$ cat src/rtl/instr_fetch_unit.sv
// MIPS-32 IF stage: PC, req/ack instruction fetch, IF/ID register with a
// one-entry skid buffer, and combinational field split for the ID stage.
module instr_fetch_unit #(
    parameter logic [31:0] RESET_PC = 32'h0000_0000
) (
    input  logic        clk,
    input  logic        rst,
    output logic        imem_req,
    output logic [31:0] imem_addr,
    input  logic        imem_ack,
    input  logic [31:0] imem_rdata,
    input  logic        id_stall,
    input  logic        redirect_valid,
    input  logic [31:0] redirect_pc,
    output logic        ifid_valid,
    output logic [31:0] ifid_pc,
    output logic [31:0] ifid_instr,
    output logic [5:0]  opcode,
    output logic [4:0]  rs,
    output logic [4:0]  rt,
    output logic [4:0]  rd,
    output logic [4:0]  sa,
    output logic [5:0]  funct,
    output logic [15:0] imm,
    output logic [1:0]  instr_type
);

    localparam logic [31:0] PC_INIT = {RESET_PC[31:2], 2'b00};

    typedef enum logic [1:0] {
        S_REQ     = 2'd0,
        S_HOLD    = 2'd1,
        S_DISCARD = 2'd2
    } state_t;

    state_t      r_state;
    logic        r_run;
    logic [31:0] r_pc;
    logic [31:0] r_old_addr;
    logic        r_ifid_valid;
    logic [31:0] r_ifid_pc;
    logic [31:0] r_ifid_instr;
    logic        r_skid_valid;
    logic [31:0] r_skid_pc;
    logic [31:0] r_skid_instr;

    state_t      w_state_n;
    logic [31:0] w_pc_n;
    logic [31:0] w_old_addr_n;
    logic        w_ifid_valid_n;
    logic [31:0] w_ifid_pc_n;
    logic [31:0] w_ifid_instr_n;
    logic        w_skid_valid_n;
    logic [31:0] w_skid_pc_n;
    logic [31:0] w_skid_instr_n;

    logic        w_req;
    logic        w_ack;
    logic        w_slot_free;
    logic [31:0] w_pc_inc;
    logic [31:0] w_redirect_tgt;
    logic        w_unused;

    // r_run keeps imem_req low until the first edge after reset release
    assign w_req          = r_run && (r_state != S_HOLD);
    assign w_ack          = imem_ack && w_req;
    assign w_slot_free    = !r_ifid_valid || !id_stall;
    assign w_pc_inc       = r_pc + 32'd4;
    assign w_redirect_tgt = {redirect_pc[31:2], 2'b00};
    assign w_unused       = ^redirect_pc[1:0];

    assign imem_req  = w_req;
    assign imem_addr = (r_state == S_DISCARD) ? r_old_addr : r_pc;

    always_ff @(posedge clk or posedge rst) begin
        if (rst) begin
            r_state      <= S_REQ;
            r_run        <= 1'b0;
            r_pc         <= PC_INIT;
            r_old_addr   <= 32'd0;
            r_ifid_valid <= 1'b0;
            r_ifid_pc    <= 32'd0;
            r_ifid_instr <= 32'd0;
            r_skid_valid <= 1'b0;
            r_skid_pc    <= 32'd0;
            r_skid_instr <= 32'd0;
        end else begin
            r_state      <= w_state_n;
            r_run        <= 1'b1;
            r_pc         <= w_pc_n;
            r_old_addr   <= w_old_addr_n;
            r_ifid_valid <= w_ifid_valid_n;
            r_ifid_pc    <= w_ifid_pc_n;
            r_ifid_instr <= w_ifid_instr_n;
            r_skid_valid <= w_skid_valid_n;
            r_skid_pc    <= w_skid_pc_n;
            r_skid_instr <= w_skid_instr_n;
        end
    end

    always_comb begin
        w_state_n      = r_state;
        w_pc_n         = r_pc;
        w_old_addr_n   = r_old_addr;
        w_ifid_valid_n = r_ifid_valid;
        w_ifid_pc_n    = r_ifid_pc;
        w_ifid_instr_n = r_ifid_instr;
        w_skid_valid_n = r_skid_valid;
        w_skid_pc_n    = r_skid_pc;
        w_skid_instr_n = r_skid_instr;

        if (redirect_valid) begin
            w_pc_n         = w_redirect_tgt;
            w_ifid_valid_n = 1'b0;
            w_skid_valid_n = 1'b0;
            // an outstanding unacked request must still finish at its old address
            if (w_req && !w_ack) begin
                w_state_n    = S_DISCARD;
                w_old_addr_n = imem_addr;
            end else begin
                w_state_n = S_REQ;
            end
        end else begin
            unique case (r_state)
                S_REQ: begin
                    if (w_ack) begin
                        w_pc_n = w_pc_inc;
                        if (w_slot_free) begin
                            w_ifid_valid_n = 1'b1;
                            w_ifid_pc_n    = r_pc;
                            w_ifid_instr_n = imem_rdata;
                        end else begin
                            w_skid_valid_n = 1'b1;
                            w_skid_pc_n    = r_pc;
                            w_skid_instr_n = imem_rdata;
                            w_state_n      = S_HOLD;
                        end
                    end else if (r_ifid_valid && !id_stall) begin
                        w_ifid_valid_n = 1'b0;
                    end
                end
                S_HOLD: begin
                    if (!id_stall) begin
                        w_ifid_valid_n = r_skid_valid;
                        w_ifid_pc_n    = r_skid_pc;
                        w_ifid_instr_n = r_skid_instr;
                        w_skid_valid_n = 1'b0;
                        w_state_n      = S_REQ;
                    end
                end
                S_DISCARD: begin
                    if (w_ack) begin
                        w_state_n = S_REQ;
                    end
                end
                default: begin
                    w_state_n = S_REQ;
                end
            endcase
        end
    end

    assign ifid_valid = r_ifid_valid;
    assign ifid_pc    = r_ifid_pc;
    assign ifid_instr = r_ifid_instr;

    assign opcode = r_ifid_instr[31:26];
    assign rs     = r_ifid_instr[25:21];
    assign rt     = r_ifid_instr[20:16];
    assign rd     = r_ifid_instr[15:11];
    assign sa     = r_ifid_instr[10:6];
    assign funct  = r_ifid_instr[5:0];
    assign imm    = r_ifid_instr[15:0];

    always_comb begin
        instr_type = 2'b01;
        unique case (1'b1)
            (opcode == 6'd0): instr_type = 2'b00;
            (opcode == 6'd2),
            (opcode == 6'd3): instr_type = 2'b10;
            default:          instr_type = 2'b01;
        endcase
    end

endmodule

$ cat config.mk
export PLATFORM = sky130hd
export DESIGN_NAME = instr_fetch_unit
export DESIGN_NICKNAME = d
export VERILOG_FILES = /design/src/rtl/instr_fetch_unit.sv
export SDC_FILE = /design/constraint.sdc
export NUM_CORES = 1
export LEC_CHECK = 0
export ABC_CLOCK_PERIOD_IN_PS = 6700
export BUFFER_PORTS_ARGS = -buffer_cell sky130_fd_sc_hd__buf_4
export CAP_MARGIN = 25
export CELL_PAD_IN_SITES_DETAIL_PLACEMENT = 0
export CELL_PAD_IN_SITES_GLOBAL_PLACEMENT = 1
export CORE_MARGIN = 2
export CORE_UTILIZATION = 42
export DETAILED_ROUTE_END_ITERATION = 8
export GPL_TIMING_DRIVEN = 0
export PLACE_DENSITY_LB_ADDON = 0.05
export SLEW_MARGIN = 20
export SYNTH_ARGS = -nofsm -noshare
export SYNTH_HDL_FRONTEND = slang
export SYNTH_SLANG_ARGS = --single-unit
$ cat constraint.sdc
create_clock -name clk -period 6.7 [get_ports clk]
set_input_delay 0.67 -clock clk [delete_from_list [all_inputs] [get_ports clk]]
set_output_delay 0.67 -clock clk [all_outputs]
set_load 0.05 [all_outputs]
==> run summary, run 1 <==
Status = complete, no violations
Hold Path Class = input port to asynchronous set/reset pin
WL final = 22.5 mm
Inst Count DP = 1,296
Max-slew violation count = 0
Worst setup path startpoint = r_state[0]$_DFFE_PP0P_
Via count = 6,570
N_diodes = 0
Switch share = 36.8%
Max incr delay on CP = 0.54 ns
Clock Skew = 0.0109 ns
RSZ-0062 raised after global routing = false
Clk network pwr share = 29.1%
CP max stage cell = buf_1
Register area share after synthesis = 52.2%
Final setup violating endpoints = 0
Reg2reg end = ifid_pc[11]$_DFFE_PP0P_
Hold Vio Cnt, Final = 0
CTS max path bufs = 2
Top FF cell, synth = dfrtp_1
Wire length on met3 = 1.18 mm
Mux contribution to synthesized area = 21.5%
Most frequent cells in the layout = buf_4 (262), dfrtp_1 (191), mux2_2 (122), nand2_1 (102), o21ai_0 (88)
Pre-CTS WS = 3.76 ns
Syn_area_per_cell = 11.4 um^2
Synth cell types = 43
Async SR Flop Fraction = 100%
Total Die Area = 23,000 um^2
Final nets = 1,105
Post-synth EDFFs = 0
# DRC = 0
Die X = 152 um
Largest family of logic cells by synthesized area = multiplexers
Power density over the cells = 327 nW/um^2
Sequential Power Share = 37.3%
Period utilization = 50.3%
First-pass GRT wire length = 35.0 mm
Kind of critical path = flop to primary output
Vias per inst = 4.95
Post-CTS setup buffer count = 0
Number of max-cap violations = 0
Non-filler cells, final = 1,328
CTS tree = built
CP cell instances = nor2b_1 > buf_1 > clkbuf_1 > nand2_1 > o21ai_0 > buf_4
Post-CTS sizing = 0
Post-Route M1 WL = 10.5 mm
Router iterations before antenna repair = 4
Detail Route Antenna Nets = 0
Core area = 21,600 um^2
Crit-path max FO = 10
Comb pwr share = 33.6%
P_int = 2.44 mW
Synth Area in Simple Gates = 10.1%
Critical Path AT = 2.70 ns
Reg2reg setup slack = 4.13 ns
IO Port Bufs = 212
Cells after synthesis = 802
Die height = 152 um
Power, Total = 3.86 mW
FMAX = 0.297 GHz
Lkg Pwr = 6.04 nW
CTS HTree Levels = 4
Root Driver = clkbuf_16
Startpoint types = flop
WL/cell = 17.0 um
Area Overhead vs Synth = 28.6%
Compound-Gate Fraction of Synth Area = 6.39%
GPL Wtd Cong = 0.756
CTS clk-pin slew, worst paths = 0.07 ns
Pin count of the biggest net entering global routing = 99
Worst skew pair latency = 0.43 ns
R2R depth = 9
Total GRT Usage = 20.0%
DR WL met2 = 10.6 mm
Placed Area = 11,100 um^2
CTS sink cnt = 191
Top sig layer = met4
Setup TNS = 0 ns
Hold_buf cts = 0
Synth Area in XOR/XNOR = 2.68%
Final Cell Area = 11,800 um^2
Least-Margin Pin Slew = 0.953 ns
Detailed placement HPWL = 15.9 mm
Slew HR = 36.4%
Initial DRC count = 244
Vias in the first global route = 6,265
End of the critical path = imem_addr[8]
CTS buffer count = 17
Most common cell after layout, fill and taps aside = buf_4
Adder and majority gate portion of the synthesized area = 0.137%
Remaining Overflow, GRT = 0
RR Startpoint = r_state[1]$_DFFE_PP0P_
Switching Power = 1.42 mW
Initial antenna violation count = 0
Post-synthesis cell area = 9160 um^2
IO Count = 217
Final Critical Period = 3.37 ns
Peak VDD IR = 0.181 mV
Layout cell share with drive strength beyond 1 = 42.7%
Worst path required time = 6.03 ns
Setup ws final = 3.33 ns
Synth warnings = 0
Starting density of the core = 42.4%
Num rows = 54
CP Capture Type = primary output
FF+latch count, synth = 191
[synthesized netlist by cell type (4+ instances only)]
library cell | n | area, um^2
nor3_1 | 7 | 35.0
clkbuf_1 | 24 | 90.1
and3_1 | 4 | 25.0
nor4_4 | 4 | 85.1
mux2_2 | 122 | 1370
nand4_1 | 8 | 50.1
nor2_1 | 14 | 52.6
mux2i_1 | 59 | 591
buf_4 | 50 | 375
buf_2 | 21 | 105
nand3_1 | 12 | 60.1
o21ai_0 | 88 | 440
inv_1 | 7 | 26.3
xor2_1 | 7 | 61.3
and2_1 | 7 | 43.8
xnor2_1 | 21 | 184
dfrtp_1 | 191 | 4780
nor4_1 | 5 | 31.3
nand2_1 | 102 | 383
a21oi_1 | 7 | 35.0
o21ai_1 | 9 | 45.0
[critical path: cells and delay by family, from the launching register on]
kind                   cells  cell delay (ns)
buffers and inverters      3             1.27
flip-flops                 1             0.49
AND/OR/NAND/NOR            2             0.32
AO/OA/AOI/OAI              1             0.19
[per-stage QoR]
stage | utilization (%) | hold WS [ns]
after detailed placement | 51.5 | 0.467
after floorplan | - | 0.449
final | 54.5 | 0.333
after global placement | 51.4 | 0.463
after global routing | 54.5 | 0.391
after CTS | 54.5 | 0.364
[area by class of cell]
class                           instances  area [um^2]
Buffer                                100          612
Clock buffer                           21          440
Clock inverter                         11          201
Fill cell                            1971         9840
Inverter                                7         33.8
Multi-Input combinational cell        505         3740
Sequential cell                       191         4780
Tap cell                              280          350
Timing Repair Buffer                  213         1620
[worst min path at each step]
| stage | start | endpoint | slack (ns) | cells past startpoint |
|---|---|---|---|---|
| final | rst | ifid_instr[6]$_DFFE_PP0P_ | 0.33 | 2 |
| after CTS | rst | ifid_instr[6]$_DFFE_PP0P_ | 0.36 | 2 |
| after global placement | ifid_pc[31]$_DFFE_PP0P_ | ifid_pc[31]$_DFFE_PP0P_ | 0.46 | 2 |
| after floorplan | r_old_addr[0]$_DFFE_PP0P_ | r_old_addr[0]$_DFFE_PP0P_ | 0.45 | 1 |
| after global routing | rst | ifid_instr[6]$_DFFE_PP0P_ | 0.39 | 2 |
| after detailed placement | r_old_addr[0]$_DFFE_PP0P_ | r_old_addr[0]$_DFFE_PP0P_ | 0.47 | 1 |
[registers in the layout, summed over array words and instances (netlist names)]
register and count:
r_run 1, r_skid_pc 30, r_skid_valid 1, r_old_addr 32, r_skid_instr 32, ifid_pc 30, r_state 2, ifid_valid 1
ifid_instr 32, r_pc 30
[metal layers]
| metal | up-vias | GRT usage [%] |
|---|---|---|
| li1 | 3182 | - |
| met3 | 16 | 3.80 |
| met1 | 3204 | 27.9 |
| met2 | 168 | 32.0 |
| met4 | 0 | 5.56 |
| met5 | - | 0 |
[power groups by stage]
stage / registers (mW) / clock network, mW / logic, mW
CTS: 1.44 / 1.15 / 1.31
global route: 1.46 / 1.19 / 1.38
floorplan: 1.71 / 0 / 0.669
detailed placement: 1.46 / 0 / 1.31
finish: 1.44 / 1.12 / 1.30
global placement: 1.46 / 0 / 1.30
[logic make-up after synthesis]
logic type	after synthesis
AOI/OAI and AO/OA	112
other	2
and+or+nand+nor	180
adders and majority gates	1
xor gates and xnor gates	28
buffers and inverters	107
muxes	181
DFF	191
Note: power is estimated with default switching activity, not from simulation.
==> run 2: changes to the inputs <==
--- a/config.mk
+++ b/config.mk
@@ -5,7 +5,7 @@
 export SDC_FILE = /design/constraint.sdc
 export NUM_CORES = 1
 export LEC_CHECK = 0
-export ABC_CLOCK_PERIOD_IN_PS = 6700
+export ABC_CLOCK_PERIOD_IN_PS = 3300
 export BUFFER_PORTS_ARGS = -buffer_cell sky130_fd_sc_hd__buf_4
 export CAP_MARGIN = 25
 export CELL_PAD_IN_SITES_DETAIL_PLACEMENT = 0
==> constraint.sdc (replaced) <==
create_clock -name clk -period 3.3 [get_ports clk]
set_input_delay 0.33 -clock clk [delete_from_list [all_inputs] [get_ports clk]]
set_output_delay 0.33 -clock clk [all_outputs]
set_load 0.05 [all_outputs]
==> run summary, run 2 (synthesis gave the netlist of run 1 again) <==
Worst path top cell family by delay = buffers and inverters
CTS tree = built
IO Count = 217 (unchanged)
Worst skew pair latency = 0.43 ns (about the same)
CTS clk-pin slew, worst paths = 0.07 ns (about the same)
Router iterations before antenna repair = 4 (unchanged)
CTS sink cnt = 191 (unchanged)
Layout cell share with drive strength beyond 1 = 43.0% (+0.38 points)
Non-filler cells, final = 1,335 (+0.53%)
Critical Path AT = 2.73 ns (+0.03 ns)
Post-Route M1 WL = 10.9 mm (+3.1%)
CTS HTree Levels = 4 (unchanged)
Post-CTS sizing = 0 (unchanged)
Slew HR = 37.8% (+1.4 points)
# DRC = 0 (unchanged)
Placed Area = 11,300 um^2 (+1.0%)
Least-Margin Pin Slew = 0.924 ns (-0.0288 ns)
Starting density of the core = 42.4% (unchanged)
Kind of critical path = flop to primary output
Reg2reg end = ifid_pc[2]$_DFFE_PP0P_
IO Port Bufs = 212 (unchanged)
Peak VDD IR = 0.307 mV (+70%)
WL/cell = 17.2 um (+1.2%)
Via count = 6,618 (+0.73%)
R2R depth = 9 (unchanged)
N_diodes = 0 (unchanged)
Core area = 21,600 um^2 (unchanged)
Power density over the cells = 650 nW/um^2 (+98%)
Buf/Inv on CP = 3 (unchanged)
Final setup violating endpoints = 0 (unchanged)
Clock Skew = 0.0116 ns (+0.000723 ns)
Most frequent cells in the layout = buf_4 (262), dfrtp_1 (191), mux2_2 (122), nand2_1 (102), o21ai_0 (88)
Initial DRC count = 232 (-4.9%)
Vias in the first global route = 6,226 (-0.62%)
Max-slew violation count = 0 (unchanged)
Layout fillers = 1,986 (+0.76%)
Hold Vio Cnt, Final = 0 (unchanged)
RSZ-0062 raised after global routing = false
Detail Route Antenna Nets = 0 (unchanged)
CP Capture Type = primary output
Worst path required time = 2.97 ns (-3.06 ns)
WL final = 22.9 mm (+1.8%)
FMAX = 0.327 GHz
Initial antenna violation count = 0 (unchanged)
Lkg Pwr = 6.08 nW (+0.62%)
Total GRT Usage = 20.2% (+0.24 points)
Final Util = 54.8% (+0.36 points)
Max incr delay on CP = 0.55 ns (about the same)
DR WL met2 = 10.8 mm (+2.2%)
Total Die Area = 23,000 um^2 (unchanged)
GPL Wtd Cong = 0.736 (-2.6%)
Num rows = 54 (unchanged)
Crit-path max FO = 10 (unchanged)
Root Driver = clkbuf_16
Hold Crit Endpoint = r_pc[11]$_DFFE_PP0P_
CP max stage cell = buf_1
Power, Total = 7.70 mW (+100%)
Top sig layer = met4
Die X = 152 um (unchanged)
Period utilization = 92.6%
Final Critical Period = 3.06 ns
Hold Path Class = input port to flop
Pin count of the biggest net entering global routing = 33 (-67%)
Pre-CTS WS = 0.689 ns (-3.07 ns)
Final nets = 1,112 (+0.63%)
First-pass GRT wire length = 35.5 mm (+1.3%)
Vias per inst = 4.96 (+0.20%)
Die height = 152 um (unchanged)
Startpoint types = flop
Inst Count DP = 1,302 (+0.46%)
Hold Path Depth = 3
CTS buffer count = 17 (unchanged)
Setup ws final = 0.244 ns (-3.09 ns)
Number of max-cap violations = 0 (unchanged)
Hold_sp = redirect_pc[11]
Reg2reg setup slack = 0.75 ns (-3.38 ns)
Detailed placement HPWL = 16.7 mm (+4.9%)
RR Startpoint = r_state[1]$_DFFE_PP0P_
CTS max path bufs = 2 (unchanged)
Most common cell after layout, fill and taps aside = buf_4
Area Overhead vs Synth = 29.5%
CP cell instances = nor2b_1 > buf_1 > clkbuf_1 > nand2_1 > o21ai_0 > buf_4
Status = complete, no violations
Final Cell Area = 11,900 um^2 (+0.66%)
Remaining Overflow, GRT = 0 (unchanged)
Wire length on met3 = 1.13 mm (-4.2%)
==> run 2: cell types whose count changed in the layout (fill, tap and decap cells not counted) <==
cell,change
clkinv_4,-1
clkinv_2,+3
clkinvlp_4,+1
dlygate4sd3_1,+1
buf_12,+6
inv_6,+1
inv_8,-1
clkbuf_1,-1
bufinv_16,-2
==> run 2: routing by layer <==
| metal | track usage, % | up-vias |
|---|---|---|
| li1 | - | 3211 |
| met1 | 28.7 | 3236 |
| met2 | 32.4 | 158 |
| met3 | 3.86 | 13 |
| met4 | 4.31 | 0 |
| met5 | 0 | - |
==> run 2: power by group <==
part           switching (mW)  total [mW]  internal (mW)
logic                    1.73        2.66          0.925
clock network           0.921        2.12           1.20
registers               0.247        2.92           2.68
total                    2.90        7.70           4.80
==> run 2: stage by stage <==
| step | hold slack [ns] | setup TNS (ns) |
|---|---|---|
| floorplan | 0.449 | 0 |
| global placement | 0.460 | -165.23 |
| detailed placement | 0.378 | 0 |
| CTS | 0.0882 | 0 |
| global route | 0.0889 | 0 |
| finish | 0.104 | 0 |
==> run 2: worst max path at each step <==
stage	startpoint	end	slack, ns	depth (start not counted)
2_1_floorplan	rst	ifid_instr[0]$_DFFE_PP0P_	0.51	1
3_3_place_gp	rst	r_skid_pc[4]$_DFFE_PP0P_	-0.88	2
3_5_place_dp	r_state[0]$_DFFE_PP0P_	imem_addr[21]	0.69	6
4_1_cts	r_state[0]$_DFFE_PP0P_	imem_addr[21]	0.21	6
5_1_grt	r_state[0]$_DFFE_PP0P_	imem_addr[21]	0.03	6
6_report	r_state[0]$_DFFE_PP0P_	imem_addr[21]	0.24	6
==> run 2: final cells by class <==
class                           instances  area (um^2)  share of cell area [%]
Clock buffer                           20          437                    3.68
Multi-Input combinational cell        505         3740                    31.6
Tap cell                              280          350                    2.95
Buffer                                100          612                    5.16
Clock inverter                         12          156                    1.32
Sequential cell                       191         4780                    40.3
Timing Repair Buffer                  220         1750                    14.8
Inverter                                7         30.0                   0.253
==> run 2: timing repair <==
action / CTS / global route
hold endpoints to repair: 12 / 0
setup buffers: 0 / 0
hold buffers: 1 / 0
==> run 2: worst register-to-register path, delay by kind of cell (launching register included) <==
family | cells | cell delay (ns)
and+or+nand+nor | 3 | 0.50
DFF | 1 | 0.37
buffers and inverters | 4 | 1.07
AOI/OAI and AO/OA | 2 | 0.54
